### src/rtl/uart_pkg.sv
// Shared UART definitions: parity encodings, oversampling constants,
// vote sample positions and the frame FSM state type.
package uart_pkg;

   localparam int PAR_NONE = 0;
   localparam int PAR_ODD  = 1;
   localparam int PAR_EVEN = 2;

   localparam int OVERSAMPLE = 16;

   // Three votes straddle the bit centre; the bit closes on the last sample.
   localparam logic [3:0] VOTE_S0  = 4'd7;
   localparam logic [3:0] VOTE_S1  = 4'd8;
   localparam logic [3:0] VOTE_S2  = 4'd9;
   localparam logic [3:0] BIT_LAST = 4'(OVERSAMPLE - 1);

   typedef enum logic [2:0] {
      ST_IDLE,
      ST_START,
      ST_DATA,
      ST_PAR,
      ST_STOP
   } uart_state_t;

   function automatic logic maj3(input logic a, input logic b, input logic c);
      return (a & b) | (a & c) | (b & c);
   endfunction

endpackage

### src/rtl/uart_baud_gen.sv
// Free-running oversample tick generator: one tick every baud_div+1 clocks.
// A new divisor is picked up at the next reload, so the tick phase never jumps.
module uart_baud_gen #(
   parameter int DIV_W = 16
) (
   input  logic             clk,
   input  logic             rst_n,
   input  logic [DIV_W-1:0] baud_div,
   output logic             tick
);

   logic [DIV_W-1:0] cnt;

   assign tick = (cnt == '0);

   // Down-counter, reloaded with the divisor in the tick cycle.
   always_ff @(posedge clk or negedge rst_n) begin
      if (!rst_n)    cnt <= '0;
      else if (tick) cnt <= baud_div;
      else           cnt <= cnt - DIV_W'(1);
   end

endmodule

### src/rtl/uart_rx_os.sv
// 16x oversampled UART receiver with 3-sample majority vote, compile-time
// frame format and a valid/ready holding register with error flags.
module uart_rx_os
   import uart_pkg::*;
#(
   parameter int DATA_BITS = 8,
   parameter int PARITY    = 0,
   parameter int STOP_BITS = 1,
   parameter int DIV_W     = 16
) (
   input  logic                 clk,
   input  logic                 rst_n,
   input  logic [DIV_W-1:0]     baud_div,
   input  logic                 rx_serial,
   output logic [DATA_BITS-1:0] rx_data,
   output logic                 rx_valid,
   input  logic                 rx_ready,
   output logic                 frame_err,
   output logic                 parity_err,
   output logic                 overrun
);

   localparam logic [3:0] LAST_DATA = 4'(DATA_BITS - 1);

   uart_state_t          state, state_nxt;
   logic [1:0]           sync;
   logic                 rx_s;
   logic                 tick;
   logic [3:0]           s;
   logic                 v0, v1;
   logic                 vote, at_vote, at_end, last_stop, done;
   logic [DATA_BITS-1:0] shreg;
   logic [3:0]           bit_cnt;
   logic                 stop_cnt;
   logic                 frm_acc, par_acc, exp_par;

   uart_baud_gen #(.DIV_W(DIV_W)) u_baud (
      .clk      (clk),
      .rst_n    (rst_n),
      .baud_div (baud_div),
      .tick     (tick)
   );

   // Two-flop synchroniser, idle-high reset so no false start out of reset.
   always_ff @(posedge clk or negedge rst_n) begin
      if (!rst_n) sync <= 2'b11;
      else        sync <= {sync[0], rx_serial};
   end

   assign rx_s      = sync[1];
   assign vote      = maj3(v0, v1, rx_s);
   assign at_vote   = tick && (s == VOTE_S2);
   assign at_end    = tick && (s == BIT_LAST);
   assign last_stop = (STOP_BITS == 1) || stop_cnt;
   assign exp_par   = (PARITY == PAR_ODD) ? ~(^shreg) : ^shreg;

   // FSM state register.
   always_ff @(posedge clk or negedge rst_n) begin
      if (!rst_n) state <= ST_IDLE;
      else        state <= state_nxt;
   end

   // Next-state decode; the frame completes on the last stop-bit vote so a
   // following start edge is caught without waiting out the stop bit.
   always_comb begin
      state_nxt = state;
      done      = 1'b0;
      case (state)
         ST_IDLE:  if (tick && !rx_s) state_nxt = ST_START;
         ST_START: begin
            if (at_vote && vote) state_nxt = ST_IDLE;
            else if (at_end)     state_nxt = ST_DATA;
         end
         ST_DATA:  if (at_end && bit_cnt == LAST_DATA)
                      state_nxt = (PARITY != PAR_NONE) ? ST_PAR : ST_STOP;
         ST_PAR:   if (at_end) state_nxt = ST_STOP;
         ST_STOP:  if (at_vote && last_stop) begin
                      done      = 1'b1;
                      state_nxt = ST_IDLE;
                   end
         default:  state_nxt = ST_IDLE;
      endcase
   end

   // Sample counter, vote capture, shift register and per-frame error accumulation.
   always_ff @(posedge clk or negedge rst_n) begin
      if (!rst_n) begin
         s        <= '0;
         v0       <= 1'b1;
         v1       <= 1'b1;
         shreg    <= '0;
         bit_cnt  <= '0;
         stop_cnt <= 1'b0;
         frm_acc  <= 1'b0;
         par_acc  <= 1'b0;
      end else begin
         if (state == ST_IDLE) s <= '0;
         else if (tick)        s <= s + 4'd1;
         if (tick && s == VOTE_S0) v0 <= rx_s;
         if (tick && s == VOTE_S1) v1 <= rx_s;
         case (state)
            ST_IDLE: begin
               bit_cnt  <= '0;
               stop_cnt <= 1'b0;
               frm_acc  <= 1'b0;
               par_acc  <= 1'b0;
            end
            ST_DATA: begin
               if (at_vote) shreg   <= {vote, shreg[DATA_BITS-1:1]};
               if (at_end)  bit_cnt <= bit_cnt + 4'd1;
            end
            ST_PAR:  if (at_vote) par_acc <= vote ^ exp_par;
            ST_STOP: begin
               if (at_vote) frm_acc  <= frm_acc | ~vote;
               if (at_end)  stop_cnt <= 1'b1;
            end
            default: ;
         endcase
      end
   end

   // Holding register: load when empty or being drained, otherwise drop and flag overrun.
   always_ff @(posedge clk or negedge rst_n) begin
      if (!rst_n) begin
         rx_data    <= '0;
         rx_valid   <= 1'b0;
         frame_err  <= 1'b0;
         parity_err <= 1'b0;
         overrun    <= 1'b0;
      end else begin
         overrun <= done && rx_valid && !rx_ready;
         if (done && (!rx_valid || rx_ready)) begin
            rx_data    <= shreg;
            rx_valid   <= 1'b1;
            frame_err  <= frm_acc | ~vote;
            parity_err <= par_acc;
         end else if (rx_valid && rx_ready) begin
            rx_valid <= 1'b0;
         end
      end
   end

endmodule

### config.mk
export PLATFORM = sky130hd
export DESIGN_NAME = uart_rx_os
export DESIGN_NICKNAME = d
export VERILOG_FILES = /design/src/rtl/uart_pkg.sv /design/src/rtl/uart_baud_gen.sv /design/src/rtl/uart_rx_os.sv
export SDC_FILE = /design/constraint.sdc
export NUM_CORES = 1
export LEC_CHECK = 0
export CORE_ASPECT_RATIO = 1.25
export CORE_MARGIN = 4
export CORE_UTILIZATION = 43
export CTS_CLUSTER_DIAMETER = 80
export DETAILED_ROUTE_END_ITERATION = 16
export GPL_ROUTABILITY_DRIVEN = 0
export SETUP_SLACK_MARGIN = 0.4
export SLEW_MARGIN = 30
export SYNTH_ARGS = -nofsm -noshare
export SYNTH_HDL_FRONTEND = slang
export SYNTH_SLANG_ARGS = --single-unit
### constraint.sdc
create_clock -name clk -period 6.4 [get_ports clk]
set_input_delay 1.92 -clock clk [delete_from_list [all_inputs] [get_ports clk]]
set_output_delay 1.92 -clock clk [all_outputs]
set_load 0.02 [all_outputs]
==> results.toml, run 1 <==
[sta]
slew_headroom = 0.493
hold_viol = 0
drv_slew = 0
worstMarginPinSlew_ns = 0.753
finalSetupTns_ns = 0
fmax_mhz = 302
period_needed_ns = 3.32
rsz0062_at_grt = "false"
finalSetupViolations = 0
skew_ns = 0.0101
fin_ws_ns = 3.08
timing.final.crit_share = 0.518

[global_routing]
grt_max_degree = 54
gr-usage-all-layers = 0.140
gr-total-overflow = 0
grt_pass1_wl_mm = 8.65
grt_pass1_vias = 1884
antenna_found_initial = 0

[routing]
drtIter0Drc = 101
viasPerCell = 5.05
firstDrtPassIters = 7
wl_per_cell_um = 13.4
ant_nets = 0
vias = 1868
drcViolationCount = 0
routed_wl_mm = 4.95

[logic_synthesis]
yosysSeqAreaShare = 0.488
syn_nets = 280
synth_cell_type_count = 45
ys_ff_latch = 53
yosysWarnings = 0
postSynthCellCount = 254
synth.area.top_cells = "dfrtp_1 45%, mux2_4 9.9%, xnor2_1 4.5%"
synth_ff_type = "dfrtp_1"
netlist.area_leader.share = 0.449
async_flop_share = 1.00
synth_edf_count = 0
netlist_area_um2 = 2730
synth_top_area_cell = "dfrtp_1"
syn_avg_cell_area_um2 = 10.7

[die]
core-area_um2 = 6170
start_util = 0.443
die_area_um2 = 7690
die_width_um = 79.3
rows = 32
die_y_um = 97.1
io_pins = 32

[min_path]
min_path_type = "reg -> reg"
min-delay-start = "sync[0]"
whs_path_depth = 0

[clocking]
clkLatencyLatePin_ns = 0.30
clockBufferDepth = 2
cts_setup_buffers = 0
post_cts_resize_count = 0
holdBufCountCts = 0
h-tree-depth = 2
cts_tree = "built"
numClockSinks = 53
clkTransAtPathRegs_ns = 0.10
cts-root-buf = "clkbuf_8"
numCtsBuffers = 5

[finish]
layout.nets = 310
n_antenna_cell = 0
area_growth_pct = 17.8
final_util = 0.522
instances_no_fill = 370
drive_gt1_frac = 0.168

[critical_path]
crit_end = "rx_data[1]"
crit_arrival_ns = 3.51
setup.worst_path.end_class = "flop"
worst_ep_required_time_ns = 6.60
critPathLaunchType = "input pin"
rr_worst_depth = 7
cp_max_fo = 10
worstSetupPathType = "in -> reg"
crit_start = "rx_ready"
r2r_start = "u_baud.cnt[0]"
r2r-end = "rx_data[1]"
r2r_slack_ns = 3.64

[placed_design]
numPlacedInstances = 362
place_ws_ns = 2.75
dpl.hpwl_mm = 3.63
portBuffers = 31

[status]
status = "finished clean"

[power_and_ir_drop]
ir_drop_uv = 147
p_per_area_nw_per_um2 = 239
p_leak_uw = 0.00137

[flow_run]
maxCapViolCount = 0
[logic make-up after synthesis]
logic type / synth area share
buf+inv: 0.0280
xor+xnor: 0.0642
simple gates: 0.196
fa+ha+maj: 0.0312
mux: 0.119
flops: 0.488
compound gates: 0.0734
[area by class of cell]
type                    count  area, um2
fillers                   590       2950
flip-flops and latches     53       1330
multi-input cells         185       1320
repair buffers             33        320
well taps                  85        106
clock buffers               5       68.8
clock inverters             3       43.8
inverters                   6       22.5
[flip-flops by register name, indices dropped and copies added (netlist names)]
signal / count
s: 4
parity_err: 1
frm_acc: 1
sync: 2
state: 3
shreg: 8
frame_err: 1
v1: 1
u_baud.cnt: 16
overrun: 1
par_acc: 1
bit_cnt: 4
rx_data: 8
rx_valid: 1
v0: 1
[synthesized netlist by cell type (all sizes together) (2+ instances only)]
master / number
or3: 6
xor2: 6
mux2: 22
dfstp: 4
or2: 4
clkbuf: 7
a31oi: 4
o31ai: 2
ha: 6
nand4: 3
o21ai: 10
nand2b: 3
xnor2: 14
nor2: 25
or4: 5
nand3b: 2
nor4: 4
o21a: 2
a21oi: 14
buf: 3
nand3: 13
nor3: 11
nand2: 18
inv: 6
dfrtp: 49
[layout by cell type, fill, tap and decap left out, types with 5 or more instances in the layout]
cell type        count
nor3_1              10
nor2_1              24
inv_1                6
dfrtp_1             49
xnor2_1             14
o21ai_0             10
clkbuf_8             5
mux2_4              18
clkdlybuf4s50_1     30
nand2_1             17
ha_1                 6
a21oi_1             14
xor2_1               6
nand3_1             13
[power by group]
part           internal [uW]  switching (uW)  total (uW)
registers                373            43.2         417
clock network            117             111         229
logic                   63.8            59.6         123
[per-layer routing]
layer	global-route usage	share of wire	vias to the layer above
li1	-	-	951
met2	0.239	0.50	32
met5	0	0	-
met4	0.0489	0.016	0
met1	0.173	0.45	877
met3	0.0288	0.036	8
[stage by stage]
step	hold slack, ns	total power [uW]	area, um2
detailed placement	0.347	547	3100
global placement	0.346	543	3100
CTS	0.363	781	3210
global route	0.366	821	3220
finish	0.361	769	3220
floorplan	0.345	505	2730
[worst min path at each step]
stage / endpoint / slack [ns]
floorplan: sync[1] / 0.35
global placement: sync[1] / 0.35
detailed placement: sync[1] / 0.35
CTS: sync[1] / 0.36
global route: sync[1] / 0.37
finish: sync[1] / 0.36
[critical path, cell delays in order]
cell and delay, ns:
clkdlybuf4s50_1 0.45, nand2b_1 0.13, or3b_1 0.62, mux2_4 0.39
Power figures use the tool's default switching activity.
==> run 2, diff against run 1 <==
PLACE_DENSITY = 0.66   (was unset)
clock period = 2.85 ns   (was 6.4 ns; I/O delays follow)
==> run 2 against run 1 <==
Net effect: sequential share of layout area down 0.52 points; utilization up 0.67 points; sequential cell count unchanged; clock power up 91%; combinational power up 130%; global-route usage down 0.23 points; power up 120%; wire length up 0.97%; critical path depth up 1; worst setup slack worse by 2.6 ns; critical path type is now reg -> reg; largest cell class is now multi-input combinational cells; largest power group unchanged; highest routed layer unchanged.
==> results.toml, run 2 (same netlist as run 1, synthesis figures left out) <==
[critical_path]
cp_max_fo = 10
path_cells = "or4_4 > nor3_4 > nand2_2 > or3b_4 > mux2_4"
crit_arrival_ns = 2.58
worstSetupPathType = "reg -> reg"
critPathLaunchType = "flop"
cpPeakStageDelay_ns = 0.60
worst_ep_required_time_ns = 3.05
setup.worst_path.end_class = "flop"
critPathSlowestCell = "or4_4"

[clocking]
cts-root-buf = "clkbuf_8"
clkTransAtPathRegs_ns = 0.10
clkLatencyLatePin_ns = 0.31
numCtsBuffers = 5
h-tree-depth = 2
numClockSinks = 53
cts_tree = "built"
holdBufCountCts = 0
clockBufferDepth = 2

[min_path]
min_path_type = "reg -> reg"

[placed_design]
portBuffers = 31
dpl.hpwl_mm = 3.64

[die]
die_y_um = 97.1
die_area_um2 = 7690
io_pins = 32
rows = 32
core-area_um2 = 6170
start_util = 0.443
die_width_um = 79.3

[flow_run]
maxCapViolCount = 0

[finish]
top_register = "u_baud.cnt"
top_regs = "u_baud.cnt (16), rx_data (8), shreg (8)"
final_common_cell = "dfrtp_1"
drive_gt1_frac = 0.196
layout.nets = 316
area_growth_pct = 19.3
n_antenna_cell = 0
n_fill_cell = 595
largest_reg_flops = 16
layout_common_cells = "49 x dfrtp_1, 30 x clkdlybuf4s50_1, 24 x nor2_1, 18 x mux2_4, 17 x nand2_1"

[global_routing]
gr-total-overflow = 0
grt_max_degree = 41
antenna_found_initial = 0
grt_pass1_vias = 1926
gr-usage-all-layers = 0.138
grt_pass1_wl_mm = 8.60

[sta]
hold_viol = 0
period_needed_ns = 2.39
timing.final.crit_share = 0.837
skew_ns = 0.00348
finalSetupViolations = 0
fmax_mhz = 419
worstMarginPinSlew_ns = 0.704
finalSetupTns_ns = 0
drv_slew = 0
slew_headroom = 0.527
rsz0062_at_grt = "true"

[power_and_ir_drop]
fin_total_pwr_uw = 1670
ir_drop_uv = 362
p_leak_uw = 0.00140
p_per_area_nw_per_um2 = 512

[routing]
viasPerCell = 5.16
routed_wl_mm = 5.00
vias = 1939
drcViolationCount = 0
wl_per_cell_um = 13.3
firstDrtPassIters = 4
ant_nets = 0
drtIter0Drc = 111

[status]
status = "finished clean"
==> run 2: through the flow <==
stage	setup WS, ns	cells	utilization	hold WS [ns]	cell area (um2)
after global routing	0.393	376	0.528	0.367	3260
final	0.465	376	0.528	0.363	3260
after CTS	0.460	375	0.526	0.364	3240
after floorplan	0.515	254	-	0.345	2730
after detailed placement	0.281	367	0.509	0.349	3140
after global placement	0.303	367	0.509	0.345	3140
==> run 2: area by class of cell <==
class | count | area [um2] | area share
Multi-Input combinational cell | 185 | 1340 | 0.410
Sequential cell | 53 | 1330 | 0.409
Timing Repair Buffer | 39 | 368 | 0.113
Tap cell | 85 | 106 | 0.0327
Clock buffer | 5 | 68.8 | 0.0211
Clock inverter | 3 | 25.0 | 0.00768
Inverter | 6 | 22.5 | 0.00692
==> run 2: what timing repair did <==
item	in CTS	in global routing
setup endpoints to repair	18	20
gates resized for setup	2	2
setup buffers	0	1
pin swaps	0	1
==> run 2: critical path: cells and delay by family, from the launching register on <==
family	cells	cell delay (ns)
flip-flops	1	0.44
multiplexers	1	0.33
AND/OR/NAND/NOR	4	1.49
==> run 2: path summary, 6_finish.rpt <==
check	startpoint	end	slack, ns	depth (start not counted)
max in group asynchronous	rst_n	u_baud.cnt[6]	1.81	2
worst max register to register	u_baud.cnt[12]	rx_data[7]	0.46	5
worst max-delay path	u_baud.cnt[12]	rx_data[7]	0.46	5
min in group asynchronous	rst_n	rx_data[7]	0.51	1
worst min-delay path	sync[0]	sync[1]	0.36	0
worst min register to register	sync[0]	sync[1]	0.36	0
==> run 2: power breakdown <==
group / total [uW] / internal, uW / switching (uW)
combinational: 288 / 155 / 133
sequential: 941 / 838 / 103
clock: 438 / 179 / 259
total: 1670 / 1170 / 495
==> run 2: metal layers <==
metal,vias up,share of wire,wire length (um),global-route usage
met5,-,0,0,0
li1,964,-,-,-
met1,932,0.46,2300,0.175
met3,7,0.038,192,0.0334
met2,36,0.49,2430,0.230
met4,0,0.015,74,0.0423
